## src/rtl/alu_op_sequencer_pkg.sv

```systemverilog
// Shared opcode, FSM state and result-width definitions for the ALU operation sequencer.
// Used by alu_op_sequencer, its interface and the settle counter.
package alu_pkg;

    localparam int unsigned RESULT_W = 16;

    typedef logic [3:0] opcode_t;

    localparam opcode_t OP_ADD = 4'h0;
    localparam opcode_t OP_SUB = 4'h1;
    localparam opcode_t OP_MUL = 4'h2;
    localparam opcode_t OP_AND = 4'h3;
    localparam opcode_t OP_OR  = 4'h4;
    localparam opcode_t OP_XOR = 4'h5;
    localparam opcode_t OP_NOT = 4'h6;
    localparam opcode_t OP_SHL = 4'h7;
    localparam opcode_t OP_SHR = 4'h8;
    localparam opcode_t OP_ROL = 4'h9;
    localparam opcode_t OP_ROR = 4'hA;
    localparam opcode_t OP_INC = 4'hB;
    localparam opcode_t OP_DEC = 4'hC;
    localparam opcode_t OP_DIV = 4'hD;
    localparam opcode_t OP_EQ  = 4'hE;
    localparam opcode_t OP_NOP = 4'hF;

    typedef logic [1:0] seq_state_t;

    localparam seq_state_t ST_IDLE   = 2'b00;
    localparam seq_state_t ST_SETTLE = 2'b01;
    localparam seq_state_t ST_RESP   = 2'b10;

    function automatic logic is_div_by_zero(input opcode_t op, input logic [7:0] divisor);
        return (op == OP_DIV) && (divisor == 8'h00);
    endfunction

endpackage

```

## src/rtl/alu_op_sequencer_if.sv

```systemverilog
// Command, ALU and response signals of the sequencer bundled as one interface.
// RspErr exists only when ALU_SEQ_DIVZERO_CHECK_EN is defined.
interface alu_op_sequencer_if;
    import alu_pkg::*;

    logic                CmdValid;
    logic                CmdReady;
    logic [7:0]          CmdA;
    logic [7:0]          CmdB;
    opcode_t             CmdOp;
    logic [7:0]          A;
    logic [7:0]          B;
    opcode_t             ALUControl;
    logic [RESULT_W-1:0] ALUResult;
    logic                RspValid;
    logic                RspReady;
    logic [RESULT_W-1:0] RspData;
    opcode_t             RspOp;
    logic [15:0]         OpCount;
`ifdef ALU_SEQ_DIVZERO_CHECK_EN
    logic                RspErr;
`endif

    // Environment side: issues commands, hosts the ALU, consumes responses
    modport master (
        output CmdValid, CmdA, CmdB, CmdOp, ALUResult, RspReady,
        input  CmdReady, A, B, ALUControl, RspValid, RspData, RspOp, OpCount
`ifdef ALU_SEQ_DIVZERO_CHECK_EN
        , input RspErr
`endif
    );

    // Sequencer side
    modport slave (
        input  CmdValid, CmdA, CmdB, CmdOp, ALUResult, RspReady,
        output CmdReady, A, B, ALUControl, RspValid, RspData, RspOp, OpCount
`ifdef ALU_SEQ_DIVZERO_CHECK_EN
        , output RspErr
`endif
    );

endinterface

```

## src/rtl/alu_op_sequencer_settle_counter.sv

```systemverilog
// Loadable 4-bit down-counter with zero flag; paces the ALU settle window.
module alu_settle_counter (
    input  logic       clk,
    input  logic       rst_n,
    input  logic       load,
    input  logic [3:0] load_val,
    input  logic       dec,
    output logic       zero
);

    logic [3:0] count_r;

    // Load has priority over decrement; the count saturates at zero
    always_ff @(posedge clk or negedge rst_n) begin
        if (!rst_n) begin
            count_r <= 4'd0;
        end else if (load) begin
            count_r <= load_val;
        end else if (dec && (count_r != 4'd0)) begin
            count_r <= count_r - 4'd1;
        end else begin
            count_r <= count_r;
        end
    end

    assign zero = (count_r == 4'd0);

endmodule

```

## src/rtl/alu_op_sequencer.sv

```systemverilog
// Sequences one command at a time through an external combinational ALU8bit.
// Optional macro ALU_SEQ_DIVZERO_CHECK_EN short-circuits divide-by-zero with RspErr.
module alu_op_sequencer
    import alu_pkg::*;
#(
    parameter int unsigned SETTLE_CYCLES = 1   // legal 1..15
) (
    input logic               clk,
    input logic               rst_n,
    alu_op_sequencer_if.slave sif
);

    localparam logic [3:0] SETTLE_LOAD = 4'(SETTLE_CYCLES - 1);

    seq_state_t          state_r;
    logic [7:0]          a_r;
    logic [7:0]          b_r;
    opcode_t             ctrl_r;
    logic                cmd_ready_r;
    logic                rsp_valid_r;
    logic [RESULT_W-1:0] rsp_data_r;
    opcode_t             rsp_op_r;
    logic [15:0]         op_count_r;

    logic accept_s;
    logic divzero_s;
    logic cnt_load_s;
    logic cnt_dec_s;
    logic cnt_zero_s;

    assign accept_s   = (state_r == ST_IDLE) && sif.CmdValid;
    assign cnt_load_s = accept_s && !divzero_s;
    assign cnt_dec_s  = (state_r == ST_SETTLE);

`ifdef ALU_SEQ_DIVZERO_CHECK_EN
    logic rsp_err_r;

    assign divzero_s  = is_div_by_zero(sif.CmdOp, sif.CmdB);
    assign sif.RspErr = rsp_err_r;

    // Error flag describes the response produced by the most recent accepted command
    always_ff @(posedge clk or negedge rst_n) begin
        if (!rst_n) begin
            rsp_err_r <= 1'b0;
        end else if (accept_s) begin
            rsp_err_r <= divzero_s;
        end else begin
            rsp_err_r <= rsp_err_r;
        end
    end
`else
    assign divzero_s = 1'b0;
`endif

    alu_settle_counter u_settle (
        .clk      (clk),
        .rst_n    (rst_n),
        .load     (cnt_load_s),
        .load_val (SETTLE_LOAD),
        .dec      (cnt_dec_s),
        .zero     (cnt_zero_s)
    );

    // Main sequencer: accept, wait for the ALU to settle, hold the response until taken
    always_ff @(posedge clk or negedge rst_n) begin
        if (!rst_n) begin
            state_r     <= ST_IDLE;
            a_r         <= 8'h00;
            b_r         <= 8'h00;
            ctrl_r      <= OP_NOP;
            cmd_ready_r <= 1'b1;
            rsp_valid_r <= 1'b0;
            rsp_data_r  <= 16'h0000;
            rsp_op_r    <= OP_NOP;
            op_count_r  <= 16'h0000;
        end else begin
            case (state_r)
                ST_IDLE: begin
                    if (sif.CmdValid) begin
                        cmd_ready_r <= 1'b0;
                        if (divzero_s) begin
                            // Never present a zero divisor to the ALU; answer immediately
                            ctrl_r      <= OP_NOP;
                            rsp_data_r  <= 16'hFFFF;
                            rsp_op_r    <= OP_DIV;
                            rsp_valid_r <= 1'b1;
                            state_r     <= ST_RESP;
                        end else begin
                            a_r     <= sif.CmdA;
                            b_r     <= sif.CmdB;
                            ctrl_r  <= sif.CmdOp;
                            state_r <= ST_SETTLE;
                        end
                    end else begin
                        state_r <= ST_IDLE;
                    end
                end
                ST_SETTLE: begin
                    if (cnt_zero_s) begin
                        rsp_data_r  <= sif.ALUResult;
                        rsp_op_r    <= ctrl_r;
                        rsp_valid_r <= 1'b1;
                        state_r     <= ST_RESP;
                    end else begin
                        state_r <= ST_SETTLE;
                    end
                end
                ST_RESP: begin
                    if (sif.RspReady) begin
                        rsp_valid_r <= 1'b0;
                        cmd_ready_r <= 1'b1;
                        op_count_r  <= op_count_r + 16'd1;
                        state_r     <= ST_IDLE;
                    end else begin
                        state_r <= ST_RESP;
                    end
                end
                default: begin
                    state_r     <= ST_IDLE;
                    cmd_ready_r <= 1'b1;
                    rsp_valid_r <= 1'b0;
                end
            endcase
        end
    end

    assign sif.CmdReady   = cmd_ready_r;
    assign sif.A          = a_r;
    assign sif.B          = b_r;
    assign sif.ALUControl = ctrl_r;
    assign sif.RspValid   = rsp_valid_r;
    assign sif.RspData    = rsp_data_r;
    assign sif.RspOp      = rsp_op_r;
    assign sif.OpCount    = op_count_r;

endmodule

```

## src/flat_wrapper.sv

```systemverilog
// flat-port wrapper written by rule: the top's interface ports become plain ports
module alu_op_sequencer_flat import alu_pkg::*;
#(
    parameter int unsigned SETTLE_CYCLES = 1                 
)
  (clk, rst_n, sif_CmdValid, sif_CmdA, sif_CmdB, sif_CmdOp, sif_ALUResult, sif_RspReady, sif_CmdReady, sif_A, sif_B, sif_ALUControl, sif_RspValid, sif_RspData, sif_RspOp, sif_OpCount);
  alu_op_sequencer_if sif_i ();
  input logic clk;
  input logic rst_n;
  input wire logic [$bits(sif_i.CmdValid)-1:0] sif_CmdValid;
  input wire logic [$bits(sif_i.CmdA)-1:0] sif_CmdA;
  input wire logic [$bits(sif_i.CmdB)-1:0] sif_CmdB;
  input wire logic [$bits(sif_i.CmdOp)-1:0] sif_CmdOp;
  input wire logic [$bits(sif_i.ALUResult)-1:0] sif_ALUResult;
  input wire logic [$bits(sif_i.RspReady)-1:0] sif_RspReady;
  output wire logic [$bits(sif_i.CmdReady)-1:0] sif_CmdReady;
  output wire logic [$bits(sif_i.A)-1:0] sif_A;
  output wire logic [$bits(sif_i.B)-1:0] sif_B;
  output wire logic [$bits(sif_i.ALUControl)-1:0] sif_ALUControl;
  output wire logic [$bits(sif_i.RspValid)-1:0] sif_RspValid;
  output wire logic [$bits(sif_i.RspData)-1:0] sif_RspData;
  output wire logic [$bits(sif_i.RspOp)-1:0] sif_RspOp;
  output wire logic [$bits(sif_i.OpCount)-1:0] sif_OpCount;
  assign sif_i.CmdValid = sif_CmdValid;
  assign sif_i.CmdA = sif_CmdA;
  assign sif_i.CmdB = sif_CmdB;
  assign sif_i.CmdOp = sif_CmdOp;
  assign sif_i.ALUResult = sif_ALUResult;
  assign sif_i.RspReady = sif_RspReady;
  assign sif_CmdReady = sif_i.CmdReady;
  assign sif_A = sif_i.A;
  assign sif_B = sif_i.B;
  assign sif_ALUControl = sif_i.ALUControl;
  assign sif_RspValid = sif_i.RspValid;
  assign sif_RspData = sif_i.RspData;
  assign sif_RspOp = sif_i.RspOp;
  assign sif_OpCount = sif_i.OpCount;
  alu_op_sequencer #(.SETTLE_CYCLES(SETTLE_CYCLES)) u_core (.clk(clk), .rst_n(rst_n), .sif(sif_i));
endmodule
```

## config.mk

```make
export PLATFORM = sky130hd
export DESIGN_NAME = alu_op_sequencer_flat
export DESIGN_NICKNAME = d
export VERILOG_FILES = /design/src/rtl/alu_op_sequencer_pkg.sv /design/src/rtl/alu_op_sequencer_if.sv /design/src/rtl/alu_op_sequencer_settle_counter.sv /design/src/rtl/alu_op_sequencer.sv /design/src/flat_wrapper.sv
export SDC_FILE = /design/constraint.sdc
export NUM_CORES = 1
export LEC_CHECK = 0
export ABC_AREA = 1
export ABC_CLOCK_PERIOD_IN_PS = 1100
export CORE_MARGIN = 2
export CORE_UTILIZATION = 35
export CTS_BUF_LIST = sky130_fd_sc_hd__clkbuf_16
export CTS_CLUSTER_SIZE = 28
export DETAILED_ROUTE_END_ITERATION = 8
export GPL_TIMING_DRIVEN = 1
export PLACE_DENSITY_LB_ADDON = 0.1
export SLEW_MARGIN = 5
export SYNTH_ARGS = -nofsm -noshare
export SYNTH_HDL_FRONTEND = slang
export SYNTH_SLANG_ARGS = --single-unit
```

## constraint.sdc

```tcl
create_clock -name clk -period 1.1 [get_ports clk]
set_input_delay 0.22 -clock clk [delete_from_list [all_inputs] [get_ports clk]]
set_output_delay 0.22 -clock clk [all_outputs]
set_load 0.05 [all_outputs]
```

======== After elaboration in Yosys (flattened, before gate mapping) ========
Cells that the tools add are included.
operators by class
  reductions and logical operators ........ 11
  $add $sub $neg .......................... 2
  muxes and demuxes ....................... 12
  bitwise gates (word level) .............. 2
  equality and inequality tests ........... 5
operators with widths
  operator                                                               number
  16-bit by 1-bit adder with 16-bit output, second input constant        1
  4-bit two-way mux                                                      2
  1-bit case mux with 3 select lines                                     2
  2-bit case mux with 3 select lines                                     1
  2-bit AND reduction                                                    3
  3-bit AND reduction                                                    2
  1-bit two-way mux                                                      5
  4-bit logical NOT                                                      1
  2-bit two-way mux                                                      2
  2-bit != test, second input constant                                   2
  4-bit nonzero test                                                     1
  4-bit by 1-bit subtractor with 4-bit output, second input constant     1
  2-bit by 1-bit equality test with 1-bit output, second input constant  1
  2-bit equality test, second input constant                             1
  1-bit logical AND                                                      2
  2-bit logical NOT                                                      1
  2-bit by 1-bit != test with 1-bit output, second input constant        1
  1-bit NOT                                                              2
  2-bit nonzero test                                                     1
storage, ports and cells
  register bits ........................... 64
  bits of input ports ..................... 40
  output and inout port bits .............. 58

======== Logic depth before layout (Yosys ltp) ========
Gate-level depths: netlist of the first run.
  depth in word-level cells ............... 4
  depth in mapped cells ................... 8

======== By module ========
From an unflattened synthesis of the first run, not the netlist that was laid out.
unflattened totals
  cells, all modules ...................... 297
  area total of the unflattened synthesis .. 2901.5 sq um
by module, submodules not included
  module              cells each  instances  seq. area each (sq um)  area each (sq um)
  alu_op_sequencer    251         1          1512.7                  2606.2
  alu_settle_counter  46          1          100.1                   295.3

======== Least setup slack after synthesis of the first run ========
OpenSTA, ideal clock, no wires.
  path kind ............................... register -> register
  start point ............................. register u_core.op_count_r[1], in the netlist u_core.sif.OpCount[1]
  end point ............................... register u_core.op_count_r[10], in the netlist u_core.sif.OpCount[10]
  path buffers ............................ 0
  cell stages (with the launch flop) ...... 6
  arrival ................................. 1434 ps
  library setup time ...................... 143 ps
  setup slack ............................. -477 ps
  path through ............................ dfrtp_1 > ha_1 > nand3_1 > nor2_4 > nand3_1 > xnor2_1
between the ends
  word-level cells in the longest chain between the ends .. 1
RTL lines
  item                                      RTL line                 source
  start: declaration                        alu_op_sequencer.sv:23   logic [15:0] op_count_r;
  start signal: assignment                  alu_op_sequencer.sv:112  op_count_r <= op_count_r + 16'd1;
  16-bit by 1-bit adder with 16-bit output  alu_op_sequencer.sv:112
Every way passes these cells.
A chain may end at the register's enable or synchronous reset.

======== Worst setup path in the final report of the first run ========
  start point ............................. register u_core.state_r[1]
  end point ............................... register u_core.rsp_data_r[5], in the netlist u_core.sif.RspData[5]
between the ends
  word-level cells in the longest chain between the ends .. 2
RTL lines
  item                                            RTL line                 source
  start: declaration                              alu_op_sequencer.sv:15   seq_state_t state_r;
  start signal: assignment                        alu_op_sequencer.sv:67   state_r <= ST_IDLE;
  start signal: assignment                        alu_op_sequencer.sv:87   state_r <= ST_RESP;
  start signal: assignment                        alu_op_sequencer.sv:92   state_r <= ST_SETTLE;
  2-bit by 1-bit equality test with 1-bit output  alu_op_sequencer.sv:77   case (state_r)
  2-bit AND reduction (no source line)            --
  end signal: assignment                          alu_op_sequencer.sv:100  rsp_data_r <= sif.ALUResult;
  end: declaration                                alu_op_sequencer.sv:21   logic [RESULT_W-1:0] rsp_data_r;
Every way passes these cells.

==> impl_results.md, run 1 <==
* Final hold vios at 0
* Sequential cell area at 0.00164 mm²
* Critical Path End Type: register
* Clk_lat worst skew at 0.33 ns
* Pre-CTS setup slack at -0.406 ns
* Initial antenna violation count at 0
* Router iterations before antenna repair at 4
* Yosys top cell area share at 0.495
* Reg2reg path depth at 5
* Unique cell type count in the Yosys netlist at 25
* Core Rows at 32
* Syn nets at 361
* Skew final at 0.00720 ns
* Boundary Pins at 98
* FILL cells at 463
* R2R Path End: u_core.sif.RspData[5]$_DFFE_PN0P_
* Vias per cell at 4.58
* Maxcap violations at 0
* Hold path start: sif_CmdOp[0]
* DR WL/cell at 14.8 µm
* Diodes inserted at 0
* Routed via count at 2831
* Normalized max-slew margin at 0.761
* Reg2reg setup slack at -0.23 ns
* CTS max path bufs at 2
* Die height at 93.1 µm
* Count of final setup violators at 122
* Pin count of the biggest net entering global routing at 65
* Worst-path clk slew at 0.06 ns
* Multi-input gate area at 0.00148 mm²
* Wire length of the first global-routing pass at 13500 µm
* Worst Path Max Fanout at 8
* Starting Density at 0.359
* Syn. warnings at 0
* Post-DRT Antenna Nets at 0
* Cell Pwr Density at 3110 mW/mm²
* Crit share post-route at 1.21
* Hold Path End: u_core.sif.ALUControl[0]$_DFFE_PN1P_
* Worst hold slack at 0.424 ns
* Non-filler instance count after layout at 618
* Die span in x at 93.1 µm
* Sequential area share after synthesis at 0.581
* HP Class: in -> reg
* Detailed-route DRC error count at 0
* Crit path kind: reg -> reg
* Unrepaired setup endpoints after global routing: true
* Post-DP HPWL at 4970 µm
* Die ar. at 0.00866 mm²
* Least-Margin Pin Slew at 0.358 ns
* Synthesis-stage register bit count at 64
* Root buf cell: clkbuf_16
* Htree depth at 3
* Setup ws final at -0.227 ns
* WP data required at 1.31 ns
* Iter 0 DRT Violations at 94
* GP Congestion at 0.795
* Failing checks: negative setup slack
* Mapped Cells at 319
* Vias in the first global route at 2820
* Hold-critical path depth at 3
* Fmax at 753 MHz
* CTS Buf Count at 9
* Area contributors post-synth: dfrtp_1, nand2_1, dfstp_2
* Startpoint Class: register
* Shortest period the worst path allows at 1.33 ns
* Arr. time, crit path at 1.54 ns
* Total Nets Final at 553
* Synth Cell Area at 0.00278 mm²
* Static Leak at 0.00296 µW
* Post-synth top area cell: dfrtp_1
* P&R area growth vs syn at 124%
* Final WL at 9150 µm
* Maximum vdd drop at 1.84 mV
* Status: finished with violations
* Gr usage total at 0.199
* Cell Count Post-Placement at 545
* Syn_area_per_cell at 8.71 µm²
* Core Area at 0.00773 mm²
* Fraction of layout cells with a size suffix above 1 at 0.583
* Buffers on Ports at 97
* Max Slew Vio Count at 0
* TritonCTS Sinks at 64
* Grt total ovfl at 0
* Reg2reg start: u_core.state_r[1]$_DFF_PN0_
* CTS tree: built
[power breakdown]
group | switching [µW] | internal [µW]
logic | 5930 | 5940
registers | 1090 | 3430
clock network | 1010 | 1940
[metrics by stage]
step / total power [µW] / utilization / area, µm² / TNS (ns)
3_3_place_gp: 13200 / 0.617 / 4770 / -8.66
6_report: 19300 / 0.805 / 6220 / -11.25
4_1_cts: 17400 / 0.725 / 5600 / -7.36
2_1_floorplan: 8520 / - / 2860 / -2.25
5_1_grt: 20200 / 0.805 / 6220 / -15.75
3_5_place_dp: 13300 / 0.617 / 4770 / -9.95
[worst max-delay path, stage by stage, from the launching register on]
cell and delay, ns:
dfrtp_2 0.48, nor2_4 0.18, nand3_4 0.18, clkbuf_16 0.24, nand2_2 0.06, o21ai_1 0.07
[routing by layer]
layer / vias to the layer above / wire, µm / track usage
li1: 1366 / - / -
met1: 1395 / 3600 / 0.234
met2: 63 / 5020 / 0.353
met3: 7 / 437 / 0.0500
met4: 0 / 89 / 0.0686
met5: - / 0 / 0
[placed cells by master (no fill, tap or decap), drive strengths merged]
cell           Yosys  layout
a21o               1       1
a21oi              2       2
buf                8     146
bufinv             0       2
clkbuf             0      13
clkdlybuf4s50      0      38
clkinv             0       3
dfrtp             55      55
dfstp              9       9
dlygate4sd3        0       1
ha                 2       2
inv               43      45
nand2            116     116
nand3             12      12
nand3b             1       1
nand4              6       6
nor2              23      23
nor3               1       1
o21ai             29      29
o22ai              1       1
xnor2              4       4
xor2               6       6
[state kept, by name (all words and copies together) (netlist names)]
register and count:
u_core.sif.ALUControl 4, u_core.sif.RspData 16, u_core.sif.RspValid 1, u_core.sif.CmdReady 1, u_core.sif.B 8, u_core.sif.OpCount 16
u_core.state_r 2, u_core.sif.RspOp 4, u_core.u_settle.count_r 4, u_core.sif.A 8
[repair_timing]
item                                    in CTS  in global routing
pin swaps                                   11                 19
gates cloned                                 3                  6
hold buffers                                 1                  0
hold endpoints to repair                    55                  0
setup buffers                               30                 21
resized for setup                           72                105
endpoints found under the setup margin     121                121
[kinds of logic (layout without fill, tap and decap cells)]
kind of cell,count (synthesis),after routing,synth area share
AOI/OAI and AO/OA,33,33,0.0608
buffers and inverters,51,248,0.0725
DFF,64,64,0.581
xor gates and xnor gates,10,10,0.0315
adders and majority gates,2,2,0.00901
and+or+nand+nor,159,159,0.245
[cells in the mapped netlist]
| cell | number |
|---|---|
| a21o_1 | 1 |
| a21oi_1 | 2 |
| buf_2 | 8 |
| dfrtp_1 | 55 |
| dfstp_2 | 9 |
| ha_1 | 2 |
| inv_1 | 42 |
| inv_2 | 1 |
| nand2_1 | 113 |
| nand2_2 | 2 |
| nand2_4 | 1 |
| nand3_1 | 10 |
| nand3_2 | 1 |
| nand3_4 | 1 |
| nand3b_1 | 1 |
| nand4_1 | 6 |
| nor2_1 | 19 |
| nor2_2 | 2 |
| nor2_4 | 2 |
| nor3_1 | 1 |
| o21ai_0 | 6 |
| o21ai_1 | 23 |
| o22ai_1 | 1 |
| xnor2_1 | 4 |
| xor2_1 | 6 |
[layout make-up]
type                    instances  share of cell area
clock inverters                 7              0.0127
flip-flops and latches         64               0.264
inverters                      43              0.0268
multi-input cells             204               0.238
clock buffers                   9              0.0362
repair buffers                189               0.402
well taps                     102              0.0205
[worst max-delay path by stage]
| stage | from | to | slack, ns | cells after the start |
|---|---|---|---|---|
| global placement | sif_RspReady | u_core.sif.OpCount[8]$_DFFE_PN0P_ | -0.36 | 6 |
| CTS | u_core.sif.OpCount[0]$_DFFE_PN0P_ | sif_OpCount[0] | -0.16 | 2 |
| finish | u_core.state_r[1]$_DFF_PN0_ | u_core.sif.RspData[5]$_DFFE_PN0P_ | -0.23 | 5 |
| detailed placement | sif_RspReady | u_core.sif.OpCount[8]$_DFFE_PN0P_ | -0.41 | 6 |
| floorplan | u_core.sif.OpCount[1]$_DFFE_PN0P_ | u_core.sif.OpCount[10]$_DFFE_PN0P_ | -0.21 | 5 |
| global route | u_core.state_r[1]$_DFF_PN0_ | u_core.sif.RspData[5]$_DFFE_PN0P_ | -0.27 | 5 |
(Power assumes the default switching activity.)
==> inputs of run 2 (changes only) <==
--- a/config.mk
+++ b/config.mk
@@ -7,6 +7,7 @@
 export LEC_CHECK = 0
 export ABC_AREA = 1
 export ABC_CLOCK_PERIOD_IN_PS = 1100
+export CAP_MARGIN = 20
 export CORE_MARGIN = 2
 export CORE_UTILIZATION = 35
 export CTS_BUF_LIST = sky130_fd_sc_hd__clkbuf_16
@@ -18,3 +19,4 @@
 export SYNTH_ARGS = -nofsm -noshare
 export SYNTH_HDL_FRONTEND = slang
 export SYNTH_SLANG_ARGS = --single-unit
+export TNS_END_PERCENT = 50
==> impl_results.md, run 2 (synthesis gave the netlist of run 1 again) <==
* Startpoint Class: register
* Core Area at 0.00773 mm² (unchanged)
* Most frequent cells in the layout: nand2_1, buf_12, dfrtp_1, buf_4, clkdlybuf4s50_1
* Router iterations before antenna repair at 4 (unchanged)
* Fmax at 793 MHz (+5.3%)
* Crit share post-route at 1.15 (-0.0610)
* Wire length of the first global-routing pass at 13600 µm (+0.82%)
* Grt total ovfl at 0 (unchanged)
* Boundary Pins at 98 (unchanged)
* Htree depth at 3 (unchanged)
* Post-DP HPWL at 5190 µm (+4.5%)
* Status: finished with violations
* TritonCTS Sinks at 64 (unchanged)
* HP Class: in -> async
* GP Congestion at 0.791 (-0.49%)
* Least-Margin Pin Slew at 0.260 ns (-0.0979 ns)
* Starting Density at 0.359 (unchanged)
* Total Nets Final at 535 (-3.3%)
* Initial antenna violation count at 0 (unchanged)
* Cell Count Post-Placement at 551 (+1.1%)
* Met2 Usage GRT at 0.338 (-0.0157)
* Non-filler instance count after layout at 600 (-2.9%)
* GRT met1 Usage at 0.245 (+0.0111)
* Worst Path Max Fanout at 4 (-4)
* Crit path kind: reg -> reg
* P&R area growth vs syn at 111%
* Shortest period the worst path allows at 1.26 ns (-0.0671 ns)
* Skew final at 0.00822 ns (+0.00102 ns)
* WP data required at 1.31 ns (about the same)
* FILL cells at 490 (+5.8%)
* Failing checks: negative setup slack
* Pin count of the biggest net entering global routing at 34 (-48%)
* Maxcap violations at 0 (unchanged)
* Max Slew Vio Count at 0 (unchanged)
* CTS max path bufs at 2 (unchanged)
* Worst-path clk slew at 0.06 ns (about the same)
* Post-DRT Antenna Nets at 0 (unchanged)
* Arr. time, crit path at 1.47 ns (-0.07 ns)
* Final WL at 8340 µm (-8.9%)
* Largest stage delay, worst path at 0.38 ns (-0.10 ns)
* Gr usage total at 0.199 (+0.000517)
* Final hold vios at 0 (unchanged)
* CTS Buf Count at 9 (unchanged)
* Layout Utilization at 0.759 (-0.0458)
* Detailed-route DRC error count at 0 (unchanged)
* Normalized max-slew margin at 0.827 (+0.0653)
* Cell Pwr Density at 3040 mW/mm² (-2.4%)
* Crit path buf inv count at 1 (unchanged)
* DR WL/cell at 13.9 µm (-6.1%)
* CP top delay family: simple AND/OR/NAND/NOR gates
* Most Crowded Layer GR: met2
* Setup ws final at -0.160 ns (+0.0671 ns)
* Die height at 93.1 µm (unchanged)
* CTS tree: built
* Vias in the first global route at 2869 (+1.7%)
* Buffers on Ports at 97 (unchanged)
* Maximum vdd drop at 2.40 mV (+30%)
* Met3 usage at 0.0500 (unchanged)
* Iter 0 DRT Violations at 94 (unchanged)
* Unrepaired setup endpoints after global routing: true
* CP max-delay cell: dfrtp_2
* Core Rows at 32 (unchanged)
* Clk_lat worst skew at 0.32 ns (about the same)
* Diodes inserted at 0 (unchanged)
* Commonest non-fill, non-tap cell in the layout: nand2_1
* Static Leak at 0.00283 µW (-4.7%)
* Die ar. at 0.00866 mm² (unchanged)
* Reg2reg setup slack at -0.16 ns (+0.07 ns)
* Root buf cell: clkbuf_16
* Die span in x at 93.1 µm (unchanged)
* CP Cell Sequence: buf_6 > ha_4 > nand3_4 > nor2_4 > nand2_4 > o21ai_1 > nand2_1
* Fraction of layout cells with a size suffix above 1 at 0.508 (-0.0753)
* Routed via count at 2711 (-4.2%)
* Vias per cell at 4.52 (-1.4%)
* Count of final setup violators at 115 (-5.7%)
* TNS Setup at -8.46 ns (+2.79 ns)
* Critical Path End Type: register
-- run 2: cell count changes in the layout (fill, tap and decap cells not counted), moves of 3 or more --
cell,before,now
dfrtp_1,33,40
nand2_4,25,15
o21ai_1,9,19
dfrtp_2,22,15
clkbuf_16,13,10
nand2_1,62,77
nand2_2,27,24
o21ai_2,20,10
buf_4,53,39
inv_1,40,37
-- run 2: worst paths after layout --
| check | start | endpoint | cells after the start |
|---|---|---|---|
| min in group clk | sif_ALUResult[9] | u_core.sif.RspData[9]$_DFFE_PN0P_ | 3 |
| max | u_core.sif.OpCount[1]$_DFFE_PN0P_ | u_core.sif.OpCount[8]$_DFFE_PN0P_ | 7 |
| max in group asynchronous | rst_n | u_core.sif.CmdReady$_DFFE_PN1P_ | 3 |
| max reg2reg | u_core.sif.OpCount[1]$_DFFE_PN0P_ | u_core.sif.OpCount[8]$_DFFE_PN0P_ | 7 |
| min | rst_n | u_core.sif.RspData[5]$_DFFE_PN0P_ | 2 |
| min reg2reg | u_core.sif.RspOp[2]$_DFFE_PN1P_ | u_core.sif.RspOp[2]$_DFFE_PN1P_ | 2 |
-- run 2: layout make-up --
class	count	area, µm²	share of cell area
Inverter	43	169	0.0288
Clock buffer	9	225	0.0384
Sequential cell	64	1630	0.278
Tap cell	102	128	0.0218
Multi-Input combinational cell	204	1310	0.223
Timing Repair Buffer	171	2310	0.395
Clock inverter	7	87.6	0.0149
-- run 2: routing by layer --
metal	vias to the layer above	share of wire
met4	0	0.019
met2	83	0.53
met5	-	0
met1	1286	0.39
li1	1329	-
met3	13	0.058
-- run 2: what timing repair did --
item	in CTS	in global routing
setup buffers	28	4
resized for setup	67	61
cloned	3	1
setup endpoints to repair	120	121
endpoints found under the hold margin	6	0
pin swaps	15	18
hold buffers	1	0
-- run 2: metrics by stage --
stage	setup slack (ns)	power [µW]	instance area, µm²	hold slack (ns)
global route	-0.220	18700	5860	0.305
floorplan	-0.206	8480	2840	-0.0756
CTS	-0.140	17500	5670	0.288
global placement	-0.360	13200	4830	0.0975
detailed placement	-0.368	13400	4830	0.0962
finish	-0.160	17800	5860	0.293
-- run 2: where the power goes --
part / internal, µW / leakage, µW / total [µW] / switching [µW]
Combinational: 5080 / 0.00190 / 10500 / 5400
Sequential: 3410 / 0.000773 / 4370 / 964
Clock: 1960 / 0.000152 / 2960 / 1000
